### src/rtl/betting_round_controller.sv
// betting_round_controller: runs one betting round and drives money manager commands; optional ACTION_TIMEOUT_EN adds an idle auto-action
module betting_round_controller #(
    parameter int MIN_RAISE      = 200,
    parameter int TIMEOUT_CYCLES = 50000000
) (
    input  logic        clock,
    input  logic        reset,
    input  logic        start_round,
    input  logic        first_pbet,
    input  logic        action_valid,
    input  logic [1:0]  action,
    input  logic [14:0] raise_amt,
    input  logic [14:0] money_player,
    input  logic [14:0] money_negreanu,
    input  logic [14:0] bet_player,
    input  logic [14:0] bet_negreanu,
    output logic        add_bet,
    output logic        pbet,
    output logic [14:0] value,
    output logic        add_pot,
    output logic        split_pot,
    output logic [1:0]  winID,
    output logic        turn_pbet,
    output logic        await_action,
    output logic        round_done,
    output logic        folded,
    output logic        all_in
);
    typedef enum logic [2:0] {IDLE, WAIT_ACT, ISSUE, SETTLE, EVAL, COLLECT, FOLDWIN, DONE} state_t;
    localparam logic [14:0] MIN_R = 15'(MIN_RAISE);
    state_t state_q, state_d;
    logic        turn_q, turn_d, folded_q, folded_d, all_in_q, all_in_d;
    logic [1:0]  acts_q, acts_d, acts_inc, act_eff;
    logic [14:0] value_q, value_d, own_bet, opp_bet, own_money, opp_money, to_call, inc, calc;
    logic [15:0] raise_sum;
    logic        act_go, over, collect;
    assign own_bet   = turn_q ? bet_player : bet_negreanu;
    assign opp_bet   = turn_q ? bet_negreanu : bet_player;
    assign own_money = turn_q ? money_player : money_negreanu;
    assign opp_money = turn_q ? money_negreanu : money_player;
    assign to_call   = opp_bet > own_bet ? opp_bet - own_bet : 15'd0;
    assign inc       = raise_amt > MIN_R ? raise_amt : MIN_R;
    assign raise_sum = {1'b0, to_call} + {1'b0, inc};
    assign calc      = act_eff == 2'd1 ? (to_call < own_money ? to_call : own_money) :
                       act_eff == 2'd2 ? (raise_sum > {1'b0, own_money} ? own_money : raise_sum[14:0]) :
                       own_money;
    assign over      = calc != 15'd0 && ({1'b0, own_bet} + {1'b0, calc}) > {1'b0, opp_bet};
    assign acts_inc  = acts_q == 2'd3 ? 2'd3 : acts_q + 2'd1;
    assign collect   = (bet_player == bet_negreanu && acts_q >= 2'd2) ||
                       (bet_player == bet_negreanu && (money_player == 15'd0 || money_negreanu == 15'd0)) ||
                       (own_bet < opp_bet && own_money == 15'd0) ||
                       (opp_money == 15'd0 && own_bet >= opp_bet);
`ifdef ACTION_TIMEOUT_EN
    logic [25:0] cnt_q, cnt_d;
    logic        tmo;
    assign tmo     = state_q == WAIT_ACT && cnt_q == 26'(TIMEOUT_CYCLES - 1) && !action_valid;
    assign act_go  = action_valid | tmo;
    assign act_eff = action_valid ? action : (to_call == 15'd0 ? 2'd1 : 2'd0);
    // idle counter runs only while waiting, so it is zero on every entry to WAIT_ACT
    always_comb begin
        cnt_d = state_q == WAIT_ACT ? cnt_q + 26'd1 : 26'd0;
    end
    // idle counter register
    always_ff @(posedge clock) begin
        if (reset) cnt_q <= 26'd0;
        else       cnt_q <= cnt_d;
    end
`else
    logic unused_timeout;
    assign unused_timeout = ^TIMEOUT_CYCLES;
    assign act_go  = action_valid;
    assign act_eff = action;
`endif
    // next-state and round bookkeeping
    always_comb begin
        state_d  = state_q;
        turn_d   = turn_q;
        acts_d   = acts_q;
        folded_d = folded_q;
        all_in_d = all_in_q;
        value_d  = value_q;
        case (state_q)
            IDLE: if (start_round) begin
                state_d  = WAIT_ACT;
                turn_d   = first_pbet;
                acts_d   = 2'd0;
                folded_d = 1'b0;
                all_in_d = 1'b0;
            end
            WAIT_ACT: if (act_go) begin
                if (act_eff == 2'd0) state_d = FOLDWIN;
                else begin
                    value_d = calc;
                    acts_d  = over ? 2'd1 : acts_inc;
                    state_d = calc == 15'd0 ? EVAL : ISSUE;
                end
            end
            ISSUE:   state_d = SETTLE;
            SETTLE:  state_d = EVAL;
            EVAL: begin
                state_d = collect ? COLLECT : WAIT_ACT;
                turn_d  = collect ? turn_q : ~turn_q;
            end
            COLLECT: begin
                all_in_d = money_player == 15'd0 || money_negreanu == 15'd0;
                state_d  = DONE;
            end
            FOLDWIN: begin
                folded_d = 1'b1;
                state_d  = DONE;
            end
            DONE:    state_d = IDLE;
            default: state_d = IDLE;
        endcase
    end
    // state and bookkeeping registers
    always_ff @(posedge clock) begin
        if (reset) begin
            state_q  <= IDLE;
            turn_q   <= 1'b0;
            acts_q   <= 2'd0;
            folded_q <= 1'b0;
            all_in_q <= 1'b0;
            value_q  <= 15'd0;
        end else begin
            state_q  <= state_d;
            turn_q   <= turn_d;
            acts_q   <= acts_d;
            folded_q <= folded_d;
            all_in_q <= all_in_d;
            value_q  <= value_d;
        end
    end
    assign add_bet      = state_q == ISSUE;
    assign pbet         = add_bet & turn_q;
    assign value        = value_q;
    assign add_pot      = state_q == COLLECT;
    assign split_pot    = state_q == FOLDWIN;
    assign winID        = split_pot ? (turn_q ? 2'd1 : 2'd2) : 2'd0;
    assign turn_pbet    = turn_q;
    assign await_action = state_q == WAIT_ACT;
    assign round_done   = state_q == DONE;
    assign folded       = folded_q;
    assign all_in       = all_in_q;
endmodule

### config.mk
export PLATFORM = sky130hd
export DESIGN_NAME = betting_round_controller
export DESIGN_NICKNAME = d
export VERILOG_FILES = /design/src/rtl/betting_round_controller.sv
export SDC_FILE = /design/constraint.sdc
export NUM_CORES = 1
export LEC_CHECK = 0
export ABC_AREA = 1
export BUFFER_PORTS_ARGS = -buffer_cell sky130_fd_sc_hd__buf_4
export CAP_MARGIN = 20
export CORE_UTILIZATION = 35
export CTS_CLUSTER_DIAMETER = 60
export DETAILED_ROUTE_END_ITERATION = 10
export PLACE_DENSITY = 0.58
export SLEW_MARGIN = 10
export SYNTH_ARGS = -nofsm -noshare
export SYNTH_HDL_FRONTEND = slang
export SYNTH_SLANG_ARGS = --single-unit
export TNS_END_PERCENT = 5
### constraint.sdc
create_clock -name clock -period 16.2 [get_ports clock]
set_input_delay 2.43 -clock clock [delete_from_list [all_inputs] [get_ports clock]]
set_output_delay 2.43 -clock clock [all_outputs]
set_load 0.05 [all_outputs]
Word-level counts from Yosys, hierarchy flattened
Index checks and enable logic that the tools add are counted.
{ "op_classes": {"n_addsub": 4, "order_cmp": 8, "n_bitwise": 3, "eq_ne": 15, "mux": 30, "reduce_logical": 28} }
{ "op_table": {"columns": ["cell", "count"], "rows": [
  ["2-to-1 mux 15 bit", 10],
  ["zero test 15 bit", 5],
  ["adder 15 x 15 -> 16 bit", 2],
  ["> comparator 16 x 15 -> 1 bit", 2],
  ["less-than comparator 15 bit", 2],
  ["one-hot mux 3 bit (7 select lines)", 1],
  ["equality test 15 bit", 1],
  [">= comparator 15 bit", 1],
  ["> comparator 15 bit", 1],
  ["> comparator 15 x 8 -> 1 bit (second input constant)", 1],
  ["2-to-1 mux 3 bit", 5],
  ["nonzero test 15 bit", 1],
  ["subtractor 15 bit", 1],
  ["2-to-1 mux 2 bit", 7],
  ["equality test 3 bit (second input constant)", 4],
  ["!= test 2 bit (second input constant)", 4],
  ["nonzero test 2 bit", 4],
  ["equality test 3 x 2 -> 1 bit (second input constant)", 2],
  ["one-hot mux 1 bit (2 select lines)", 3],
  ["AND reduction 2 bit", 3],
  ["AND reduction 3 bit", 2],
  ["logical AND 1 bit", 5],
  ["equality test 2 bit (second input constant)", 2],
  ["logical OR 1 bit", 4],
  ["12 further kinds", 15]
]} }
{ "totals": {"inputBits": 82, "word_cells": 94, "regBits": 23} }

Depth between registers and ports, before layout
Gate-level depths: netlist (run 1).
{ "logic_depth": {"ltp_word": 15, "depth_mapped": 71} }

Least setup slack after synthesis (run 1)
Ideal clock, no wire load.
{ "synth_timing": {"kind": "input -> register", "from": "input bet_negreanu[1]", "to": "register acts_q[0]", "setup_slack_ns": 6.332, "stages": 67, "arrival_ns": 9.752, "setup_time_ns": 0.116, "path_cell_list": "or2_2 > o21ai_0 > inv_1 > ha_1 > nand3_2 > nand2_2 > nand2_2 > nand2_2 > nand2_1 > nand2_2 > nand2_1 > buf_2 > nor2_1 > inv_1 > fa_1 > inv_1 > nand3_1 > nand2_1 > [... 31 more ...] > inv_1 > nand2_1 > nand2_1 > nand2_1 > nand2_1 > a21oi_1 > xor2_1 > inv_1 > ha_1 > inv_1 > nor2_1 > nand3_1 > o22ai_1 > nand3_1 > nand2_1 > nand2_1 > nand2_1 > a21oi_1"} }
{ "synth_via": {"elab_chain_len": 15, "word_cells_on_any_way": 20, "classes_between": "add/sub: 3; order compare: 4; mux: 11; reduce/logical: 2"} }
{ "synth_rtl": {"columns": ["element", "line", "rtl"], "rows": [
  ["start, declared", "16", "input logic [14:0] bet_negreanu,"],
  ["2-to-1 mux 15 bit, on equally long branches", "38, 37", null],
  ["subtractor 15 bit or > comparator 15 bit (tied branches)", "41", "assign to_call = opp_bet > own_bet ? opp_bet - own_bet : 15'd0;"],
  ["2-to-1 mux 15 bit *", "41", null],
  ["adder 15 x 15 -> 16 bit", "43", "assign raise_sum = {1'b0, to_call} + {1'b0, inc};"],
  ["> comparator 16 x 15 -> 1 bit", "45", "act_eff == 2'd2 ? (raise_sum > {1'b0, own_money} ? own_money : raise_sum[14:0]) :"],
  ["2-to-1 mux 15 bit (2 in series)", "45", null],
  ["2-to-1 mux 15 bit *", "44", "assign calc = act_eff == 2'd1 ? (to_call < own_money ? to_call : own_money) :"],
  ["named net calc[3]", "34", "logic [14:0] value_q, value_d, own_bet, opp_bet, own_money, opp_money, to_call, inc, calc;"],
  ["adder 15 x 15 -> 16 bit", "47", "assign over = calc != 15'd0 && ({1'b0, own_bet} + {1'b0, calc}) > {1'b0, opp_bet};"],
  ["> comparator 16 x 15 -> 1 bit", "47", null],
  ["logical AND 1 bit *", "47", null],
  ["2-to-1 mux 2 bit *", "94", "acts_d = over ? 2'd1 : acts_inc;"],
  ["2-to-1 mux 2 bit *", "91", "if (act_eff == 2'd0) state_d = FOLDWIN;"],
  ["2-to-1 mux 2 bit *", "90", "WAIT_ACT: if (act_go) begin"],
  ["one-hot mux 2 bit (2 select lines) *", "82", "case (state_q)"],
  ["end signal, assigned", "128", "acts_q <= acts_d;"],
  ["end, declared", "33", "logic [1:0] acts_q, acts_d, acts_inc, act_eff;"]
]} }
The timed path passes the listed nets; every way through them passes the cells marked *. The select of a mux whose other input is x is not followed.
A chain may end at the register's enable or synchronous reset.

Worst setup path in the final report (run 1)
Same ends and word-level chain as after synthesis.

==> impl_metrics.ini, run 1 <==
[clock_network]
tritoncts_clock_tree = done
cts-buffers-inserted = 3
tritoncts_num_sinks = 23
setup_bufs_post_cts = 0
h_tree_depth_reported_by_cts = 1
post_cts_hold_buffer_count = 0
clk_latency_ps = 260
post_cts_resized = 0
cts-root-to-sink-buffers = 2
clkTransAtPathRegs_ps = 60
cts_root_buf = sky130_fd_sc_hd__clkbuf_16

[finish]
nets = 1226
diodes = 0
final_core_util = 0.421
synthToLayoutAreaGrowth_pct = 17.4
multi_input_area_um2 = 4770
final_cells = 1270
drive_gt1_frac = 0.186
fillerInstances = 1821
layout.area.seq_um2 = 462

[grt]
first_pass_grt_wire_length_um = 29900
globalRouteOverflowTotal = 0
grt_start_max_net_pins = 53
number_of_antenna_violations_at_the_first_check_in_global_routing = 0
gr-usage-all-layers = 0.211
first_global_vias = 5833

[floorplanning]
start_util = 0.359
die_area_um2 = 17500
floorplan.rows = 47
ios = 108
die_width_um = 132
placeableCoreArea_um2 = 16600
die_h_um = 132

[setup_path]
critical_path.endpoint_type = flop
critPathMaxFanout = 16
worst_setup_path_startpoint = bet_negreanu[1]
timing.critical_path.from_type = input pin
critical-path-top-cell-by-count = sky130_fd_sc_hd__nand2_1
timing_worst_setup_path_type = input pin to flop
worst_ep_arrival_time_ps = 11440
worst_path_max_delay_cell = sky130_fd_sc_hd__fa_1
timing.rr.start = turn_pbet
timing.critical_path.slowest_cell_delay_ps = 470
worst-endpoint-required_ps = 16350

[power_and_ir_drop]
cellLeakagePower_nw = 3.69
pnr_total_power_w = 0.00106
max-vdd-ir-drop_mv = 0.0614
power_density_nw_per_um2 = 152

[sta]
setup_tns_ps = 0
fin_worst_skew_ps = 2.32
final_count_of_negative_setup_slack_endpoints = 0
report.final.hold_viol_count = 0
relSlewSlack = 0.444
grt_setup_unrepaired = no
final_critical_path_setup_slack_ps = 4910
clock.fmax_mhz = 88.6
period_share = 0.697
tightestPinTransition_ps = 811
finalCriticalPeriod_ps = 11290
timing_max_transition_violations_final = 0

[synth]
synth.top_cells.by_area = sky130_fd_sc_hd__ha_1, sky130_fd_sc_hd__nand2_1, sky130_fd_sc_hd__inv_1
synthDominantCellAreaShare = 0.189
synthesis.area_um2 = 5950
async_flop_share = 0
synth.yosys.seq_area_share = 0.0774
postSynthCellCount = 966
synthesis.area_per_instance_um2 = 6.16
yosys.area.top_type = sky130_fd_sc_hd__ha_1
ys_seq_elements = 23
synth_fp_nets = 1141
yosys_most_used_dff = sky130_fd_sc_hd__dfxtp_1
synth_enable_flop_cells = 0
synthDistinctLibCells = 46
synth_warnings = 0

[run]
maxCapViolCount = 0

[placement]
gp_congestion = 0.892
worst_setup_slack_post_dpl_ps = 4710
placed_cells = 1266
hpwl_um = 15900
port-buffer-count = 107

[hold_path]
hold_class = flop to flop
hold_path_startpoint = folded

[routing]
firstDrtPassIters = 5
wirelength_um = 18700
route.detailed.wl_per_inst_um = 14.7
first_iteration_detailed_routing_drc_count = 388
post-route-drc-count = 0
drt-vias-per-instance = 5.06
via_count = 6429
final_antenna_net_count = 0

[run_status]
status = completed
## critical path: cells and delay by family
family	cells	cell delay (ps)
AOI/OAI and AO/OA	12	1850
and+or+nand+nor	39	4290
xor gates and xnor gates	1	140
buffers and inverters	10	770
adders and majority gates	6	1950
## cell usage in the layout (no fill, tap or decap), types with 11 or more instances in the layout
cell type and instances:
sky130_fd_sc_hd__nor2_1 71, sky130_fd_sc_hd__o21ai_0 71, sky130_fd_sc_hd__buf_4 111, sky130_fd_sc_hd__nand3_1 62
sky130_fd_sc_hd__or2_2 35, sky130_fd_sc_hd__dfxtp_1 22, sky130_fd_sc_hd__nand2_2 20, sky130_fd_sc_hd__a21oi_1 59
sky130_fd_sc_hd__inv_1 147, sky130_fd_sc_hd__nand4_1 29, sky130_fd_sc_hd__mux2i_1 11, sky130_fd_sc_hd__nor3_1 12
sky130_fd_sc_hd__xnor2_1 29, sky130_fd_sc_hd__o21bai_1 15, sky130_fd_sc_hd__ha_1 90, sky130_fd_sc_hd__xor2_1 15
sky130_fd_sc_hd__nor4_1 11, sky130_fd_sc_hd__nand2_1 179
## kinds of logic (layout without fill, tap and decap cells)
| group | Yosys count | in the layout | share of synthesized area |
|---|---|---|---|
| xor gates and xnor gates | 44 | 44 | 0.0648 |
| muxes | 11 | 11 | 0.0185 |
| and+or+nand+nor | 441 | 441 | 0.353 |
| buffers and inverters | 180 | 264 | 0.120 |
| DFF | 23 | 23 | 0.0774 |
| adders and majority gates | 93 | 93 | 0.199 |
| AOI/OAI and AO/OA | 174 | 174 | 0.166 |
## layout make-up
type                       count  area share
timing repair buffer         111       0.119
multi-input combinational    763       0.683
tap                          220      0.0394
inverter                     149      0.0801
clock inverter                 1     0.00107
sequential                    23      0.0661
clock buffer                   3      0.0107
## per-layer routing
metal  share of wire  vias up  track usage
li1                -     3380            -
met1            0.48     2846        0.294
met2            0.45      179        0.353
met3           0.045       24       0.0135
met4           0.027        0       0.0530
met5               0        -            0
## flip-flops by register name, indices dropped and copies added, names as in the netlist
signal	count
value	15
state_q	3
acts_q	2
all_in	1
folded	1
turn_pbet	1
## report_power, final
part / total [W] / internal (W) / leakage [nW] / switching, W
sequential: 0.0000671 / 0.0000627 / 0.188 / 0.00000447
clock: 0.0000555 / 0.0000335 / 0.0371 / 0.0000220
combinational: 0.000939 / 0.000349 / 3.46 / 0.000590
## worst paths after layout
kind | depth (start not counted) | slack (ps) | end
min reg2reg | 2 | 470 | folded
max | 68 | 4910 | acts_q[0]
max reg2reg | 67 | 6520 | acts_q[0]
min | 2 | 470 | folded
## per-stage QoR
step	area [µm²]	hold slack [ps]
6_report	6990	471
5_1_grt	6990	481
4_1_cts	6990	472
3_5_place_dp	6900	457
3_3_place_gp	6900	456
2_1_floorplan	5950	448
## cell usage after synthesis, types with 5 or more instances
library cell and n:
sky130_fd_sc_hd__nand2_1 179, sky130_fd_sc_hd__xnor2_1 29, sky130_fd_sc_hd__xor2_1 15, sky130_fd_sc_hd__o21bai_1 15, sky130_fd_sc_hd__inv_1 147, sky130_fd_sc_hd__nand3_2 9
sky130_fd_sc_hd__a211oi_1 6, sky130_fd_sc_hd__o21ai_0 71, sky130_fd_sc_hd__clkbuf_1 23, sky130_fd_sc_hd__a21oi_2 5, sky130_fd_sc_hd__or2_2 35, sky130_fd_sc_hd__nand2_2 20
sky130_fd_sc_hd__ha_1 90, sky130_fd_sc_hd__nor2_1 71, sky130_fd_sc_hd__a21oi_1 59, sky130_fd_sc_hd__nor3_1 12, sky130_fd_sc_hd__mux2i_1 11, sky130_fd_sc_hd__nor4_1 11
sky130_fd_sc_hd__nand3_1 62, sky130_fd_sc_hd__dfxtp_1 23, sky130_fd_sc_hd__nand4_1 29
Note: power is estimated with default switching activity, not from simulation.
==> run 2: changes to the inputs <==
Settings changed: ABC_AREA 1 to 0, PLACE_DENSITY 0.58 to 0.59.
Clock period 16.2 ns to 10.5 ns, I/O delays scaled along.
==> run 2 against run 1 <==
  * Register-to-register slack got worse by 5600 ps
  * Largest power group unchanged
  * Sequential share of layout area down 1.7 points
  * Highest routed layer unchanged
  * Routed wire length up 17%
  * Critical path depth decreased by 25
  * Largest cell class unchanged
  * Clock power increased by 53%
==> impl_metrics.ini, run 2 <==
[placement]
placed_cells = 1320
gp_congestion = 0.940
port-buffer-count = 107
worst_setup_slack_post_dpl_ps = -788
hpwl_um = 17700

[synth]
async_flop_share = 0
synth_enable_flop_cells = 0
yosys.area.top_type = sky130_fd_sc_hd__ha_1
ys_seq_elements = 23
synth.most_common_cell = sky130_fd_sc_hd__ha_1
yosys_most_used_dff = sky130_fd_sc_hd__dfxtp_1
synth_warnings = 0
synthDistinctLibCells = 77
synthDominantCellAreaShare = 0.193
synthesis.area_um2 = 5820
synth.top_cells.by_area = sky130_fd_sc_hd__ha_1, sky130_fd_sc_hd__mux2i_1, sky130_fd_sc_hd__dfxtp_1
synth_fp_nets = 979
synthesis.area_per_instance_um2 = 7.24
synth.yosys.seq_area_share = 0.0791
leading_cell_types_by_count_after_synthesis = sky130_fd_sc_hd__ha_1, sky130_fd_sc_hd__nand2_1, sky130_fd_sc_hd__a21oi_1
postSynthCellCount = 804

[clock_network]
h_tree_depth_reported_by_cts = 1
post_cts_hold_buffer_count = 0
clkTransAtPathRegs_ps = 60
cts-root-to-sink-buffers = 2
cts-buffers-inserted = 3
tritoncts_clock_tree = done
clk_latency_ps = 260
tritoncts_num_sinks = 23
cts_root_buf = sky130_fd_sc_hd__clkbuf_16

[grt]
number_of_antenna_violations_at_the_first_check_in_global_routing = 0
first_global_vias = 6593
grt_start_max_net_pins = 32
globalRouteOverflowTotal = 0
first_pass_grt_wire_length_um = 32000
gr-usage-all-layers = 0.237

[power_and_ir_drop]
power_frac_clock = 0.048
p_comb_frac = 0.896
power_density_nw_per_um2 = 188
net-switching-power_w = 0.000815
cellLeakagePower_nw = 4.48
power.internal_w = 0.000960
sequentialPowerShare = 0.056
max-vdd-ir-drop_mv = 0.0920
switching_share = 0.459

[finish]
diodes = 0
flip_flop_count_of_the_largest_register_all_copies_and_words_added = 15
drive_gt1_frac = 0.438
final_common_cell = sky130_fd_sc_hd__buf_4
fillerInstances = 1454
synthToLayoutAreaGrowth_pct = 62.5
nets = 1310
most_frequent_cells_in_the_layout = sky130_fd_sc_hd__buf_4, sky130_fd_sc_hd__nand2_1, sky130_fd_sc_hd__ha_1
final_cells = 1350

[sta]
final_critical_path_setup_slack_ps = 239
period_share = 0.977
tightestPinTransition_ps = 926
fin_worst_skew_ps = 3.35
relSlewSlack = 0.380
timing_max_transition_violations_final = 0
finalCriticalPeriod_ps = 10260
final_count_of_negative_setup_slack_endpoints = 0
clock.fmax_mhz = 97.5
report.final.hold_viol_count = 0

[run]
maxCapViolCount = 0

[floorplanning]
start_util = 0.363
die_area_um2 = 17200
ios = 108
floorplan.rows = 46
die_h_um = 131
die_width_um = 131
placeableCoreArea_um2 = 16100

[routing]
post-route-drc-count = 0
wirelength_um = 21800
first_iteration_detailed_routing_drc_count = 608
firstDrtPassIters = 5
drt-vias-per-instance = 5.37
route.detailed.wl_per_inst_um = 16.2
final_antenna_net_count = 0
via_count = 7249

[setup_path]
r2r_cells = 42
r2r_setup_slk_ps = 920
timing.critical_path.slowest_cell_delay_ps = 440
critical-path-top-cell-by-count = sky130_fd_sc_hd__buf_4
worst_path_max_delay_cell = sky130_fd_sc_hd__a2111oi_0
critPathMaxFanout = 6
worst-endpoint-required_ps = 10710
timing_worst_setup_path_type = input pin to flop
critical_path.endpoint_type = flop
timing.critical_path.from_type = input pin
worst_ep_arrival_time_ps = 10470

[hold_path]
hold_path_stages = 2
hold_class = flop to flop

[run_status]
status = completed
==> run 2: cell types whose count changed in the layout (fill, tap and decap cells not counted), sizes merged, moves of 41 or more <==
cell   previous run  this run
nand2           202        77
nand3            71        21
inv             149        58
mux2i            11        52
buf             111       360
o21ai            72        27
==> run 2: power groups by stage <==
stage               Clock [W]  Combinational, W  Sequential (W)
finish              0.0000847           0.00159       0.0000994
global route        0.0000881           0.00173        0.000100
global placement            0           0.00134        0.000101
floorplan                   0          0.000742        0.000114
CTS                 0.0000852           0.00139       0.0000993
detailed placement          0           0.00135        0.000101
==> run 2: per-layer routing <==
metal,share of wire,track usage,vias up
met5,0,0,-
met4,0.029,0.0757,0
met1,0.47,0.322,3364
met2,0.47,0.403,198
li1,-,-,3645
met3,0.032,0.0102,42
==> run 2: cells by family after synthesis <==
logic type                 count (synthesis)  synth area share
AOI/OAI and AO/OA                        196             0.232
xor gates and xnor gates                  37            0.0557
adders and majority gates                 93             0.204
buffers and inverters                     92            0.0610
DFF                                       23            0.0791
muxes                                     59             0.104
and+or+nand+nor                          304             0.265
==> run 2: cell type report <==
type	count	area, µm²	share of cell area
inverters	58	218	0.0230
clock buffers	3	75.1	0.00793
repair buffers	360	2730	0.289
well taps	216	270	0.0286
clock inverters	1	7.51	0.000793
flip-flops and latches	23	462	0.0488
multi-input cells	689	5700	0.602
==> run 2: timing repair <==
action | 4_1_cts | 5_1_grt
pin swaps | 7 | 65
endpoints found under the setup margin | 2 | 2
resized for setup | 24 | 126
setup buffers | 5 | 22
==> run 2: worst paths after layout <==
check / endpoint / start
setup / recovery: acts_q[1] / bet_negreanu[0]
hold / removal: value[4] / value[4]
setup reg to reg: acts_q[1] / turn_pbet
hold reg to reg: value[4] / value[4]
==> run 2: metrics by stage <==
stage	hold WS, ps	instance area (µm²)	utilization	total power (W)	TNS, ps
after floorplan	465	5830	-	0.000856	0
after global placement	446	8480	0.528	0.00144	-1120
after detailed placement	451	8480	0.528	0.00145	-1480
after CTS	459	8680	0.541	0.00158	0
after global routing	481	9460	0.589	0.00192	-394
final	458	9460	0.589	0.00178	0
==> run 2: critical path, delay by kind of cell <==
kind	cells	cell delay (ps)
muxes	2	620
adders and majority gates	6	1830
buffers and inverters	11	1430
and+or+nand+nor	10	1580
AOI/OAI and AO/OA	14	3440
==> run 3: changes to the inputs <==
Settings changed: REMOVE_ABC_BUFFERS set to 1.
==> run 3 against run 2 <==
  * Critical endpoint unchanged
  * Core utilization up 0.41 points
  * Highest routed layer unchanged
  * Final cell count up 0.30%
  * Fmax about the same
==> impl_metrics.ini, run 3 (synthesized netlist as in run 2, its figures left out) <==
[finish]
most_frequent_cells_in_the_layout = sky130_fd_sc_hd__buf_4, sky130_fd_sc_hd__nand2_1, sky130_fd_sc_hd__ha_1
flip_flop_count_of_the_largest_register_all_copies_and_words_added = 15
synthToLayoutAreaGrowth_pct = 63.7
diodes = 0
fillerInstances = 1465
final_common_cell = sky130_fd_sc_hd__buf_4
final_cells = 1354
nets = 1314
drive_gt1_frac = 0.444

[setup_path]
critical-path-top-cell-by-count = sky130_fd_sc_hd__a21o_1
worst-endpoint-required_ps = 10710
timing_worst_setup_path_type = input pin to flop
critical_path.endpoint_type = flop
worst_path_max_delay_cell = sky130_fd_sc_hd__a2111o_1
worst_ep_arrival_time_ps = 10460
critPathMaxFanout = 5
timing.critical_path.slowest_cell_delay_ps = 410
timing.critical_path.from_type = input pin

[power_and_ir_drop]
switching_share = 0.464
sequentialPowerShare = 0.058
power_density_nw_per_um2 = 185
power_frac_clock = 0.048
p_comb_frac = 0.894
power.internal_w = 0.000945
cellLeakagePower_nw = 4.49
net-switching-power_w = 0.000817
max-vdd-ir-drop_mv = 0.115

[floorplanning]
die_area_um2 = 17200
die_h_um = 131
ios = 108
placeableCoreArea_um2 = 16100
die_width_um = 131
floorplan.rows = 46
start_util = 0.363

[grt]
first_pass_grt_wire_length_um = 33000
grt_start_max_net_pins = 26
gr-usage-all-layers = 0.244
globalRouteOverflowTotal = 0
first_global_vias = 6617
number_of_antenna_violations_at_the_first_check_in_global_routing = 0

[routing]
firstDrtPassIters = 5
drt-vias-per-instance = 5.31
wirelength_um = 21900
final_antenna_net_count = 0
via_count = 7189
first_iteration_detailed_routing_drc_count = 414
post-route-drc-count = 0
route.detailed.wl_per_inst_um = 16.2

[clock_network]
tritoncts_clock_tree = done
tritoncts_num_sinks = 23
clkTransAtPathRegs_ps = 60
h_tree_depth_reported_by_cts = 1
cts-buffers-inserted = 3
post_cts_hold_buffer_count = 0
cts-root-to-sink-buffers = 2
cts_root_buf = sky130_fd_sc_hd__clkbuf_16
clk_latency_ps = 260

[sta]
finalCriticalPeriod_ps = 10250
fin_worst_skew_ps = 1.58
timing_max_transition_violations_final = 0
clock.fmax_mhz = 97.5
setup_tns_ps = 0
tightestPinTransition_ps = 1010
relSlewSlack = 0.322
final_count_of_negative_setup_slack_endpoints = 0
report.final.hold_viol_count = 0
period_share = 0.976

[run]
maxCapViolCount = 0

[placement]
placed_cells = 1333
gp_congestion = 0.937
port-buffer-count = 107
hpwl_um = 18100

[run_status]
status = completed

[hold_path]
hold_class = flop to flop
run 3: changes by cell type in the layout (fill, tap and decap cells not counted), sizes merged:
cell	change
buf	+4
clkbuf	+1
clkinvlp	-1
run 3: metrics by stage:
step | setup slack, ps | area (µm²) | power (W) | hold slack, ps | util
floorplan | -939 | 5680 | 0.000848 | 465 | -
global placement | -552 | 8560 | 0.00144 | 449 | 0.533
detailed placement | -843 | 8560 | 0.00145 | 449 | 0.533
CTS | 2.48 | 8780 | 0.00157 | 457 | 0.547
global route | -110 | 9530 | 0.00191 | 473 | 0.593
finish | 247 | 9530 | 0.00176 | 454 | 0.593
run 3: critical path, delay by kind of cell:
family / cells / cell delay (ps)
compound gates: 19 / 4290
xor+xnor: 2 / 300
fa+ha+maj: 6 / 1310
mux: 3 / 540
buf+inv: 5 / 550
simple gates: 11 / 1850
run 3: repair_timing:
action	4_1_cts	5_1_grt
endpoints found under the setup margin	2	2
pin swaps	6	70
resized for setup	32	129
setup buffers	2	15
run 3: path summary, 6_finish.rpt:
check / from / end / slack, ps / cells after the start
setup / recovery: bet_player[0] / acts_q[1] / 250 / 46
hold / removal: value[10] / value[10] / 450 / 2
setup reg to reg: turn_pbet / acts_q[1] / 670 / 46
hold reg to reg: value[10] / value[10] / 450 / 2
run 3: final cells by class:
type | instances | area, µm² | area share
tap | 216 | 270 | 0.0284
multi-input combinational | 689 | 5750 | 0.603
timing repair buffer | 364 | 2750 | 0.289
sequential | 23 | 462 | 0.0485
inverter | 58 | 218 | 0.0228
clock buffer | 4 | 78.8 | 0.00827
run 3: layer usage:
layer  vias to the layer above  track usage  part of all wire
met4                         0       0.0507             0.021
met5                         -            0                 0
met2                       165        0.424              0.48
met3                        28       0.0126             0.039
met1                      3347        0.333              0.46
li1                       3649            -                 -
run 3: power by group through the flow:
stage / clock network [W] / logic, W / registers (W)
3_5_place_dp: 0 / 0.00135 / 0.000104
4_1_cts: 0.0000841 / 0.00138 / 0.000102
2_1_floorplan: 0 / 0.000725 / 0.000123
3_3_place_gp: 0 / 0.00134 / 0.000104
6_report: 0.0000841 / 0.00157 / 0.000103
5_1_grt: 0.0000877 / 0.00172 / 0.000104
